[src/rtl/axi_depacketizer.sv]
// rtl/axi_depacketizer.sv - byte-stream packet depacketizer to 32-bit sample stream with metadata.
// Optional per-packet ok/error counters are built when `DEPKT_STATS_EN is defined.
module axi_depacketizer #(
  parameter logic [31:0] HDR_WORD = 32'h30415144,
  parameter int          DATA_W   = 32
) (
  input  logic              clk,
  input  logic              rst,
  input  logic [7:0]        s_tdata,
  input  logic              s_tvalid,
  output logic              s_tready,
  input  logic              s_tlast,
  output logic [DATA_W-1:0] m_tdata,
  output logic [7:0]        m_tuser,
  output logic              m_tvalid,
  input  logic              m_tready,
  output logic              m_tlast,
  output logic              meta_valid,
  output logic [31:0]       pkt_timestamp,
  output logic [7:0]        pkt_len,
  output logic [15:0]       pkt_error_flags,
  output logic              pkt_done,
  output logic [1:0]        pkt_status,
  output logic [15:0]       pkt_ok_cnt,
  output logic [15:0]       pkt_err_cnt
);

  typedef enum logic [2:0] {
    HUNT, TS, CHN, LEN, PAYLOAD, INFO, TRAILER, DROP
  } state_t;

  state_t      state_q, state_d;
  logic [1:0]  match_idx;
  logic [1:0]  byte_idx;
  logic [23:0] word_buf;
  logic [8:0]  sample_cnt;
  logic [8:0]  sample_nxt;
  logic [8:0]  len_eff;
  logic        info_hi_nz;
  logic        accept;
  logic        hdr_hit;
  logic        word_end;
  logic        last_word;
  logic        in_pkt;
  logic        trunc;
  logic        done_d;
  logic [1:0]  status_d;

  // Only the 4th byte of a word needs the output register, so only it can stall.
  assign s_tready   = (state_q != PAYLOAD) || !(byte_idx == 2'd3 && m_tvalid && !m_tready);
  assign accept     = s_tvalid && s_tready;
  assign hdr_hit    = (s_tdata == HDR_WORD[{match_idx, 3'b000} +: 8]);
  assign len_eff    = (pkt_len == 8'd0) ? 9'd256 : {1'b0, pkt_len};
  assign sample_nxt = sample_cnt + 9'd1;
  assign word_end   = (byte_idx == 2'd3);
  assign last_word  = (sample_nxt == len_eff);
  assign in_pkt     = (state_q == TS) || (state_q == CHN) || (state_q == LEN) ||
                      (state_q == PAYLOAD) || (state_q == INFO);
  assign trunc      = accept && s_tlast && in_pkt;

  always_ff @(posedge clk) begin
    if (rst) state_q <= HUNT;
    else     state_q <= state_d;
  end

  always_comb begin
    state_d  = state_q;
    done_d   = 1'b0;
    status_d = 2'd0;
    if (trunc) begin
      state_d  = HUNT;
      done_d   = 1'b1;
      status_d = 2'd1;
    end else if (accept) begin
      case (state_q)
        HUNT:    if (!s_tlast && hdr_hit && match_idx == 2'd3) state_d = TS;
        TS:      if (word_end) state_d = CHN;
        CHN:     state_d = LEN;
        LEN:     state_d = PAYLOAD;
        PAYLOAD: if (word_end && last_word) state_d = INFO;
        INFO:    if (word_end) state_d = TRAILER;
        TRAILER: begin
          done_d  = 1'b1;
          state_d = s_tlast ? HUNT : DROP;
          if (s_tlast && s_tdata == 8'h00) status_d = info_hi_nz ? 2'd3 : 2'd0;
          else                             status_d = 2'd2;
        end
        DROP:    if (s_tlast) state_d = HUNT;
        default: state_d = HUNT;
      endcase
    end
  end

  always_ff @(posedge clk) begin
    if (rst) begin
      match_idx       <= 2'd0;
      byte_idx        <= 2'd0;
      word_buf        <= 24'd0;
      sample_cnt      <= 9'd0;
      info_hi_nz      <= 1'b0;
      m_tdata         <= '0;
      m_tuser         <= 8'd0;
      m_tvalid        <= 1'b0;
      m_tlast         <= 1'b0;
      meta_valid      <= 1'b0;
      pkt_timestamp   <= 32'd0;
      pkt_len         <= 8'd0;
      pkt_error_flags <= 16'd0;
      pkt_done        <= 1'b0;
      pkt_status      <= 2'd0;
    end else begin
      meta_valid <= 1'b0;
      pkt_done   <= done_d;
      if (done_d) pkt_status <= status_d;
      if (m_tvalid && m_tready) begin
        m_tvalid <= 1'b0;
        m_tlast  <= 1'b0;
      end
      if (trunc) begin
        // Partial word is dropped; a held word still goes out, marked as the last one.
        byte_idx <= 2'd0;
        if (m_tvalid && !m_tready) m_tlast <= 1'b1;
      end else if (accept) begin
        case (state_q)
          HUNT: begin
            if (s_tlast)      match_idx <= 2'd0;
            else if (hdr_hit) match_idx <= match_idx + 2'd1;
            else              match_idx <= (s_tdata == HDR_WORD[7:0]) ? 2'd1 : 2'd0;
          end
          TS: begin
            pkt_timestamp[{byte_idx, 3'b000} +: 8] <= s_tdata;
            byte_idx <= byte_idx + 2'd1;
          end
          CHN: m_tuser <= s_tdata;
          LEN: begin
            pkt_len    <= s_tdata;
            meta_valid <= 1'b1;
            sample_cnt <= 9'd0;
            info_hi_nz <= 1'b0;
            byte_idx   <= 2'd0;
          end
          PAYLOAD: begin
            if (word_end) begin
              m_tdata    <= {s_tdata, word_buf};
              m_tvalid   <= 1'b1;
              m_tlast    <= last_word;
              sample_cnt <= sample_nxt;
              byte_idx   <= 2'd0;
            end else begin
              word_buf[{byte_idx, 3'b000} +: 8] <= s_tdata;
              byte_idx <= byte_idx + 2'd1;
            end
          end
          INFO: begin
            if (!byte_idx[1])           pkt_error_flags[{byte_idx[0], 3'b000} +: 8] <= s_tdata;
            else if (s_tdata != 8'h00)  info_hi_nz <= 1'b1;
            byte_idx <= byte_idx + 2'd1;
          end
          default: ;
        endcase
      end
    end
  end

`ifdef DEPKT_STATS_EN
  logic [15:0] ok_q;
  logic [15:0] err_q;

  always_ff @(posedge clk) begin
    if (rst) begin
      ok_q  <= 16'd0;
      err_q <= 16'd0;
    end else if (pkt_done) begin
      if (pkt_status == 2'd0) begin
        if (ok_q != 16'hFFFF) ok_q <= ok_q + 16'd1;
      end else begin
        if (err_q != 16'hFFFF) err_q <= err_q + 16'd1;
      end
    end
  end

  assign pkt_ok_cnt  = ok_q;
  assign pkt_err_cnt = err_q;
`else
  assign pkt_ok_cnt  = 16'd0;
  assign pkt_err_cnt = 16'd0;
`endif

endmodule
[config.mk]
export PLATFORM = sky130hd
export DESIGN_NAME = axi_depacketizer
export DESIGN_NICKNAME = d
export VERILOG_FILES = /design/src/rtl/axi_depacketizer.sv
export SDC_FILE = /design/constraint.sdc
export NUM_CORES = 1
export LEC_CHECK = 0
export BUFFER_PORTS_ARGS = -buffer_cell sky130_fd_sc_hd__buf_2
export CAP_MARGIN = 25
export CORE_UTILIZATION = 50
export DETAILED_ROUTE_END_ITERATION = 10
export GPL_TIMING_DRIVEN = 0
export HOLD_SLACK_MARGIN = 0.05
export PLACE_DENSITY = 0.85
export REMOVE_ABC_BUFFERS = 1
export SLEW_MARGIN = 15
export SYNTH_ARGS = -nofsm -noshare
export SYNTH_HDL_FRONTEND = slang
export SYNTH_SLANG_ARGS = --single-unit
[constraint.sdc]
create_clock -name clk -period 3.65 [get_ports clk]
set_clock_uncertainty 0.2 [all_clocks]
set_input_delay 0.1825 -clock clk [delete_from_list [all_inputs] [get_ports clk]]
set_output_delay 0.1825 -clock clk [all_outputs]
set_load 0.02 [all_outputs]
# Word-level counts from Yosys, hierarchy flattened

Cells that the tools add are included.

Output and inout port bits: 135
Flip-flop bits (word level): 143
Logic and storage cells: 134
Input port bits: 13

Bitwise logic cells: 4
Shift operators: 7
Add/subtract/negate cells: 5
Muxes and demuxes: 41
Reduce and logical (&&, ||, !) cells: 40
Equality and inequality tests: 21

Operators with widths:

| kind                                                                         | count |
|---|---|
| 32-bit bitwise mux                                                           | 1 |
| 8-bit by 7-bit variable shift with 32-bit output, first input constant       | 1 |
| 32-bit by 6-bit variable part select with 8-bit output, first input constant | 1 |
| 8-bit by 7-bit variable part select with 32-bit output                       | 1 |
| 24-bit bitwise mux                                                           | 1 |
| 3-bit one-hot mux with 8 select lines                                        | 1 |
| 8-bit by 7-bit variable shift with 24-bit output, first input constant       | 1 |
| 8-bit by 7-bit variable part select with 24-bit output                       | 1 |
| 1-bit two-way mux                                                            | 18 |
| 3-bit two-way mux                                                            | 6 |
| 9-bit two-way mux                                                            | 2 |
| 9-bit one-hot mux with 2 select lines                                        | 1 |
| 16-bit bitwise mux                                                           | 1 |
| 8-bit zero test                                                              | 2 |
| 2-bit two-way mux                                                            | 8 |
| 4-bit AND reduction                                                          | 4 |
| 8-bit by 6-bit variable shift with 16-bit output, first input constant       | 1 |
| 8-bit by 6-bit variable part select with 16-bit output                       | 1 |
| 3-bit == test, second input constant                                         | 4 |
| 2-bit != test, second input constant                                         | 6 |
| 3-bit AND reduction                                                          | 4 |
| 1-bit logical AND                                                            | 11 |
| 9-bit by 1-bit adder with 9-bit output, second input constant                | 1 |
| 9-bit == test                                                                | 1 |
| other kinds (24)                                                             | 39 |

# Depth between registers and ports, before layout

Gate-level depths: netlist of run 1.

Word-level depth: 10
Depth in mapped cells: 9
Mapped depth without buffers: 8

# Least setup slack after synthesis of run 1

Ideal clock, no wire load.

Path kind: flip-flop to flip-flop
From: reg byte_idx[0]
To: reg pkt_timestamp[23]
Data required time: 3.385 ns
Clock period less this slack: 2.286 ns
Setup slack: 1.364 ns
Library setup time: 0.065 ns
Arrival: 2.021 ns
Buffers on the path: 0
Cell stages (with the launch flop): 8
Path through: dfxtp_1 clkinv_1 ha_1 nor3b_1 nand2_1 nor2_1 a21oi_1 nor2_1

Word-level cells in the longest chain between the ends: 10
Elaborated cells on any way between the ends: 14
Those cells by class: add/sub: 1; eq/ne: 1; shift: 2; mux: 1; bitwise: 1; reduce/logical: 8

Ends and longest elaborated chain:

| element                                                                                  | RTL line | text |
|---|---|---|
| start: declaration                                                                       | 34       | `logic [1:0] byte_idx;` |
| start signal: assignment                                                                 | 132      | `byte_idx <= byte_idx + 2'd1;` |
| start signal: assignment                                                                 | 151      | `byte_idx <= byte_idx + 2'd1;` |
| start signal: assignment                                                                 | 157      | `byte_idx <= byte_idx + 2'd1;` |
| parallel branches: the longest is 10 deep, another holds 5-bit negator with 7-bit output | --       |  |
| end signal: indexed assignment                                                           | 131      | `pkt_timestamp[{byte_idx, 3'b000} +: 8] <= s_tdata;` |
| end: declaration                                                                         | 19       | `output logic [31:0] pkt_timestamp,` |

Parallel ways; which one is timed is not known.
A chain may end at the register's enable or synchronous reset.

# Final worst setup path of run 1

From: reg byte_idx[0]
To: reg pkt_timestamp[16]

Same word-level chain as after synthesis.

==> Flow_metrics.wiki, run 1 <==
{| class="wikitable"
! Metric !! Value
|-
| Synth Register Bits || ~140
|-
| Fin util || 61.66%
|-
| Final worst hold slack || 0.1371 ns
|-
| GRT Resource Usage Total || around a quarter
|-
| Sum of negative setup slack || 0 ns
|-
| Effective utilization at floorplan || roughly 51%
|-
| Element type at the critical path start || register
|-
| Die Ht || between 100 and 150 um
|-
| Power per unit of standard cell area || about 460 nW/um^2
|-
| Synthesized cell area || 6147 sq um
|-
| Chip Width || between 100 and 150 um
|-
| Fraction of layout cells with a size suffix above 1 || 18.46%
|-
| CTS buffer count || 17
|-
| Placed cells || 986
|-
| Floorplan die area || 12,740 sq um
|-
| Residual DRC count || 0
|-
| Share of total power consumed by net switching || 22.59%
|-
| Max-cap violations || 0
|-
| Via count of the first global-routing pass || slightly above 5,000
|-
| Latest clock arrival within the worst-skew pair || about 0.42 ns
|-
| Clk root buf || clkbuf_16
|-
| Net count of the finished layout || 892
|-
| Post CTS Setup Buffer Count || 0
|-
| Detail-routed net length per standard cell || 14.99 um
|-
| Prevailing post-synth register cell || dfxtp_1
|-
| Largest stage delay, worst path || around 0.85 ns
|-
| Clock share of power || 51.0%
|-
| Detailed Route WL || roughly 15,000 um
|-
| HP Class || in2reg
|-
| Period minus WS final || roughly 2.9 ns
|-
| Placer's final routability congestion estimate || 0.8987
|-
| Critical path's most frequent cell || nor2_1
|-
| Number of synthesized flops with an enable pin || 0
|-
| Pin count of the biggest net entering global routing || 91
|-
| Worst supply voltage drop on vdd || between 300 and 400 uV
|-
| Buffer levels on the longest clock path || 2
|-
| Yosys warnings || 0
|-
| Total core area || about 12,000 sq um
|-
| Number of I/O port buffers || between 100 and 150
|-
| Max Clock Freq || between 300 and 400 MHz
|-
| Antenna Nets Post-Route || 0
|-
| Max_slew headroom || roughly a third
|-
| Power dissipated by switching net loads || around 0.77 mW
|-
| Sequential share of power || 45.7%
|-
| Final Instance Area || between 7000 and 8000 sq um
|-
| Leakage power figure || just under 3 nW
|-
| Number of hold violations in the final report || 0
|-
| First-pass GRT wire length || about 25,000 um
|-
| Initial antenna violation count || 0
|-
| H-Tree Depth || 4
|-
| Layout Area Growth over Synthesis || 20.48%
|-
| Portion of the post-synthesis area used by sequential elements || between 40% and 50%
|-
| Transition time of the tightest slew-check pin || between 1 and 1.5 ns
|-
| Via-to-Cell Ratio || 5.368
|-
| Cell Rows || 40
|-
| Number of search-and-repair iterations in the first detailed-routing pass || 5
|-
| # setup viols final || 0
|-
| Antenna cells || 0
|-
| Clock tree from TritonCTS || done
|-
| IO Pins || approximately 150
|-
| Final standard cell count with taps included and fillers excluded || just over 1,000
|-
| Data arrival time of the critical path || just over 3 ns
|-
| Outcome || complete, no violations
|-
| Number of distinct library cells after synthesis || 50
|-
| Commonest cells after routing, fill and taps aside || dfxtp_1, nand2_1, buf_2
|-
| Number of fill cells in the layout || 1,057
|-
| Detailed placer's ending HPWL || 9708 um
|-
| Critical path class || reg2reg
|-
| Clk pin slew, worst setup/hold paths || approximately 0.060 ns
|-
| Instance count of the mapped netlist || 769
|-
| Initial DRC Count || about 420
|-
| Via count || ~5,500
|-
| Final Slew Violations || 0
|-
| Required @ worst endpoint || between 3 and 4 ns
|-
| Top Family by Delay on Critical Path || simple AND/OR/NAND/NOR gates
|-
| Crit Path Max Fanout || 8
|-
| Cells along the critical path || clkinv_1 -> ha_1 -> nor3b_1 -> nand2_1 -> nor2_1 -> a21oi_1 -> nor2_1
|-
| DP Area || about 6700 sq um
|-
| Sink count of the clock tree || ~140
|-
| Unrepaired setup endpoints after global routing || no
|-
| Post-synthesis area per instance || between 7 and 8 sq um
|-
| Crit path buffers/inverters || 1
|-
| Grt ovf || 0
|-
| Final cycle utilization of the critical path || 79.32%
|-
| Combinational power share || 3.4%
|-
| Nature of the critical path endpoint || register
|-
| Most common cell after layout, fill and taps aside || dfxtp_1
|-
| Async SR Flop Fraction || 0%
|-
| Slowest CP cell || nor3b_1
|-
| Total internal power || between 2 and 3 mW
|}
flip-flops by register name, summed over array words and instances (netlist names), 3 cells and up, named ones only:
name	flops
m_tuser	8
m_tdata	32
word_buf	24
pkt_len	8
state_q	3
pkt_timestamp	32
pkt_error_flags	16
sample_cnt	9
synthesized netlist by cell type (2+ instances only):
cell / n / area, sq um
dfxtp_1: 143 / 2863
nand2_1: 141 / 529.3
nand3_1: 25 / 125.1
mux2i_1: 24 / 240.2
ha_1: 8 / 100.1
a21oi_1: 112 / 560.5
or3_1: 5 / 31.28
xor2_1: 9 / 78.83
and2_1: 2 / 12.51
nor4_1: 4 / 25.02
o2111ai_1: 2 / 17.52
nand3b_1: 5 / 37.54
nor2_1: 109 / 409.1
clkbuf_1: 42 / 157.7
nor3_4: 3 / 48.80
a22oi_1: 2 / 15.01
nor3b_1: 5 / 37.54
o21ai_1: 6 / 30.03
a211oi_1: 2 / 15.01
nor2b_1: 3 / 18.77
o21ai_0: 11 / 55.05
nor3_1: 6 / 30.03
a31oi_1: 4 / 25.02
nand4_1: 11 / 68.82
xnor2_1: 8 / 70.07
nor3_2: 2 / 20.02
buf_4: 32 / 240.2
inv_1: 10 / 37.54
nand2b_1: 3 / 18.77
buf_2: 5 / 25.02
nor3b_2: 2 / 25.02
and3_1: 5 / 31.28
cells by family after synthesis:
family          after synthesis  share of synthesized area, %
simple gates                340                         25.18
compound gates              146                         12.68
flops                       143                         46.57
buf+inv                      90                         7.551
mux                          24                         3.908
xor+xnor                     17                         2.422
fa+ha+maj                     8                         1.628
other cells                   1                       0.06100
worst reg2reg max path, delay by kind of cell (launching register included):
kind                     cells  cell delay [ns]
flip-flops                   1             0.48
AND/OR/NAND/NOR              4             1.26
buffers and inverters        1             0.34
adder cells (fa/ha/maj)      1             0.49
AO/OA/AOI/OAI                1             0.05
per-layer routing:
metal | vias up | GRT usage, % | share of wire [%]
met3 | 31 | 7.874 | 8.0
met4 | 0 | 8.421 | 1.7
met1 | 2568 | 31.22 | 43
met2 | 219 | 39.92 | 47
met5 | - | 0 | 0
li1 | 2711 | - | -
power groups by stage:
| stage | clock (mW) | combinational (mW) | sequential (mW) |
|---|---|---|---|
| after floorplan | 0 | 0.0417 | 1.60 |
| after global placement | 0 | 0.100 | 1.60 |
| after detailed placement | 0 | 0.104 | 1.60 |
| after CTS | 1.76 | 0.113 | 1.56 |
| after global routing | 1.83 | 0.123 | 1.56 |
| final | 1.74 | 0.115 | 1.56 |
worst paths after layout:
path                                               start                        endpoint  slack (ns)  depth (start not counted)
worst max-delay path            byte_idx[0]$_SDFFE_PP0P_  pkt_timestamp[16]$_SDFFE_PP0P_        0.75                          7
worst min-delay path                             s_tlast       match_idx[1]$_SDFFE_PP0P_        0.14                          4
worst max register to register  byte_idx[0]$_SDFFE_PP0P_  pkt_timestamp[16]$_SDFFE_PP0P_        0.75                          7
worst min register to register   m_tdata[7]$_SDFFE_PP0P_         m_tdata[7]$_SDFFE_PP0P_        0.25                          2
final cells by class:
class	instances	area, sq um	share of cell area (%)
sequential	143	2863	38.66
tap	147	183.9	2.484
clock inverter	11	130.1	1.757
inverter	11	41.29	0.5575
timing repair buffer	131	774.5	10.46
clock buffer	20	466.7	6.302
multi-input combinational	567	2947	39.79
stage by stage:
stage               worst slack [ns]  total power, mW
finish                        0.7550            3.419
floorplan                     0.5164            1.637
detailed placement            0.7684            1.700
global route                  0.4668            3.516
global placement             -0.9233            1.695
CTS                           0.6355            3.432
repair_timing:
item | 4_1_cts | 5_1_grt
gates resized for setup | 0 | 0
hold buffers | 12 | 0
endpoints found under the hold margin | 78 | 0
(Power assumes the default switching activity.)
==> inputs of run 2 (changes only) <==
--- a/config.mk
+++ b/config.mk
@@ -7,11 +7,11 @@
 export LEC_CHECK = 0
 export BUFFER_PORTS_ARGS = -buffer_cell sky130_fd_sc_hd__buf_2
 export CAP_MARGIN = 25
-export CORE_UTILIZATION = 50
+export CORE_UTILIZATION = 48
 export DETAILED_ROUTE_END_ITERATION = 10
 export GPL_TIMING_DRIVEN = 0
 export HOLD_SLACK_MARGIN = 0.05
-export PLACE_DENSITY = 0.85
+export PLACE_DENSITY = 0.86
 export REMOVE_ABC_BUFFERS = 1
 export SLEW_MARGIN = 15
 export SYNTH_ARGS = -nofsm -noshare
==> constraint.sdc (replaced) <==
create_clock -name clk -period 2.5 [get_ports clk]
set_clock_uncertainty 0.2 [all_clocks]
set_input_delay 0.125 -clock clk [delete_from_list [all_inputs] [get_ports clk]]
set_output_delay 0.125 -clock clk [all_outputs]
set_load 0.02 [all_outputs]
==> run 2 against run 1 <==
Net effect: design area increased by 1.3%; power increased by 41%; die area increased by 4.1%; via count decreased by 0.16%; non-clock buffer count increased by 2; maximum frequency increased by 24%; wire length decreased by 0.38%; first-iteration DRC count increased by 3.3%; global-route usage decreased by 0.58 points; count of clock-buffer cells in the layout increased by 5; largest power group unchanged.
==> Flow_metrics.wiki, run 2 (synthesized netlist as in run 1, its figures left out) <==
{| class="wikitable"
! Metric !! Value
|-
| Total internal power || roughly 3.8 mW
|-
| Grt ovf || 0
|-
| Floorplan die area || 13,260 sq um
|-
| CTS buffer count || 17
|-
| Detail-routed net length per standard cell || approximately 15 um
|-
| Final Slew Violations || 0
|-
| Worst supply voltage drop on vdd || 433.6 uV
|-
| Placer's final routability congestion estimate || around 0.88
|-
| Chip Width || 115.2 um
|-
| Effective utilization at floorplan || ~50%
|-
| Clk pin slew, worst setup/hold paths || ~0.060 ns
|-
| Fin util || 61.15%
|-
| Total core area || about 12,000 sq um
|-
| Required @ worst endpoint || 2.64 ns
|-
| IO Pins || between 100 and 150
|-
| # setup viols final || 0
|-
| Period minus WS final || 2.331 ns
|-
| Sink count of the clock tree || 143
|-
| GRT Resource Usage Total || 24.10%
|-
| Transition time of the tightest slew-check pin || between 0.5 and 0.6 ns
|-
| Clk root buf || clkbuf_16
|-
| Detailed Route WL || roughly 15,000 um
|-
| Net count of the finished layout || ~890
|-
| Via count || 5,520
|-
| Max_slew headroom || 62.26%
|-
| Antenna cells || 0
|-
| Cell Rows || 40
|-
| Element type at the critical path start || register
|-
| Combinational power share || between 3 and 4%
|-
| Pin count of the biggest net entering global routing || 80
|-
| Power per unit of standard cell area || between 600 and 700 nW/um^2
|-
| Initial DRC Count || roughly 430
|-
| Detailed placer's ending HPWL || 9996 um
|-
| Placed cells || just over 1,000
|-
| Latest clock arrival within the worst-skew pair || around 0.42 ns
|-
| Clock share of power || around half
|-
| First-pass GRT wire length || 24,790 um
|-
| Critical path class || reg2reg
|-
| Number of hold violations in the final report || 0
|-
| DP Area || slightly below 7000 sq um
|-
| Clock tree from TritonCTS || done
|-
| Antenna Nets Post-Route || 0
|-
| Sum of negative setup slack || 0 ns
|-
| Die Ht || ~120 um
|-
| Max-cap violations || 0
|-
| Buffer levels on the longest clock path || 2
|-
| Via-to-Cell Ratio || 5.247
|-
| Final cycle utilization of the critical path || between 90 and 100%
|-
| Number of stages on the worst hold path || 2
|-
| Share of total power consumed by net switching || 21.34%
|-
| Top Registers || m_tdata: 32 flops, pkt_timestamp: 32 flops, word_buf: 24 flops
|-
| Outcome || complete, no violations
|-
| H-Tree Depth || 4
|-
| Crit Path Max Fanout || 14
|-
| Sequential share of power || a little under half
|-
| Residual DRC count || 0
|-
| Unrepaired setup endpoints after global routing || no
|-
| HP Class || reg2reg
|-
| Nature of the critical path endpoint || register
|-
| Commonest cells after routing, fill and taps aside || nand2_1, dfxtp_1, buf_2
|-
| Depth of the worst register-to-register path || 5
|-
| Layout Area Growth over Synthesis || 21.98%
|-
| Number of I/O port buffers || 115
|-
| Final Instance Area || between 7000 and 8000 sq um
|-
| Initial antenna violation count || 0
|-
| Fraction of layout cells with a size suffix above 1 || between 10% and 20%
|-
| Leakage power figure || between 3 and 4 nW
|-
| Via count of the first global-routing pass || slightly above 5,000
|-
| Final standard cell count with taps included and fillers excluded || between 1,000 and 1,500
|-
| Max Clock Freq || around 430 MHz
|-
| Number of search-and-repair iterations in the first detailed-routing pass || 6
|-
| Data arrival time of the critical path || ~2.5 ns
|-
| Power dissipated by switching net loads || just over 1 mW
|}
[run 2: changes by cell type in the layout (fill, tap and decap cells not counted), sizes merged]
| cell | before | now |
|---|---|---|
| clkbuf | 20 | 25 |
| inv | 13 | 10 |
| buf | 119 | 121 |
| clkinvlp | 4 | 2 |
| bufinv | 2 | 1 |
[run 2: final cells by class]
type	instances	area, sq um
fillers	1072	4763
clock inverters	5	55.05
multi-input cells	567	2998
inverters	11	42.54
well taps	168	210.2
repair buffers	133	819.5
flip-flops and latches	143	2868
clock buffers	25	505.5
[run 2: final timing paths]
| path | startpoint | end | slack [ns] |
|---|---|---|---|
| setup / recovery | state_q[0]$_SDFFE_PP0P_ | state_q[1]$_SDFFE_PP0P_ | 0.17 |
| hold / removal | pkt_timestamp[29]$_SDFFE_PP0P_ | pkt_timestamp[29]$_SDFFE_PP0P_ | 0.25 |
| setup reg to reg | state_q[0]$_SDFFE_PP0P_ | state_q[1]$_SDFFE_PP0P_ | 0.17 |
| hold reg to reg | pkt_timestamp[29]$_SDFFE_PP0P_ | pkt_timestamp[29]$_SDFFE_PP0P_ | 0.25 |
[run 2: worst max-delay path, cell delays in order, from the launching register on]
cell,delay [ns]
dfxtp_1,0.57
nor3b_1,0.17
a31oi_2,0.34
nand4_1,0.31
or3b_2,0.52
a21oi_1,0.14
[run 2: stage by stage]
| stage | power, mW | hold slack (ns) | worst slack, ns |
|---|---|---|---|
| 2_1_floorplan | 2.390 | -0.005934 | -0.6336 |
| 4_1_cts | 4.862 | 0.2508 | 0.04824 |
| 3_3_place_gp | 2.475 | 0.2339 | -2.155 |
| 6_report | 4.831 | 0.2503 | 0.1689 |
| 5_1_grt | 4.981 | 0.2653 | 0.01744 |
| 3_5_place_dp | 2.482 | 0.2417 | -0.3328 |
[run 2: timing repair]
item                                    4_1_cts  5_1_grt
setup buffers                                 2        1
pin swaps                                     1        0
endpoints found under the hold margin        86        0
hold buffers                                 12        0
endpoints found under the setup margin       64       45
gates resized for setup                      10        6
[run 2: per-layer routing]
| layer | GRT usage [%] | vias up | routed length [um] |
|---|---|---|---|
| met1 | 29.63 | 2602 | 6803 |
| li1 | - | 2722 | - |
| met5 | 0 | - | 0 |
| met2 | 39.56 | 178 | 7369 |
| met4 | 9.264 | 0 | 237 |
| met3 | 7.433 | 18 | 971 |
[run 2: power by group through the flow]
stage	Clock, mW	Combinational [mW]	Sequential (mW)
after floorplan	0	0.0609	2.33
after global placement	0	0.146	2.33
after detailed placement	0	0.153	2.33
after CTS	2.41	0.168	2.28
after global routing	2.52	0.184	2.28
final	2.38	0.171	2.28
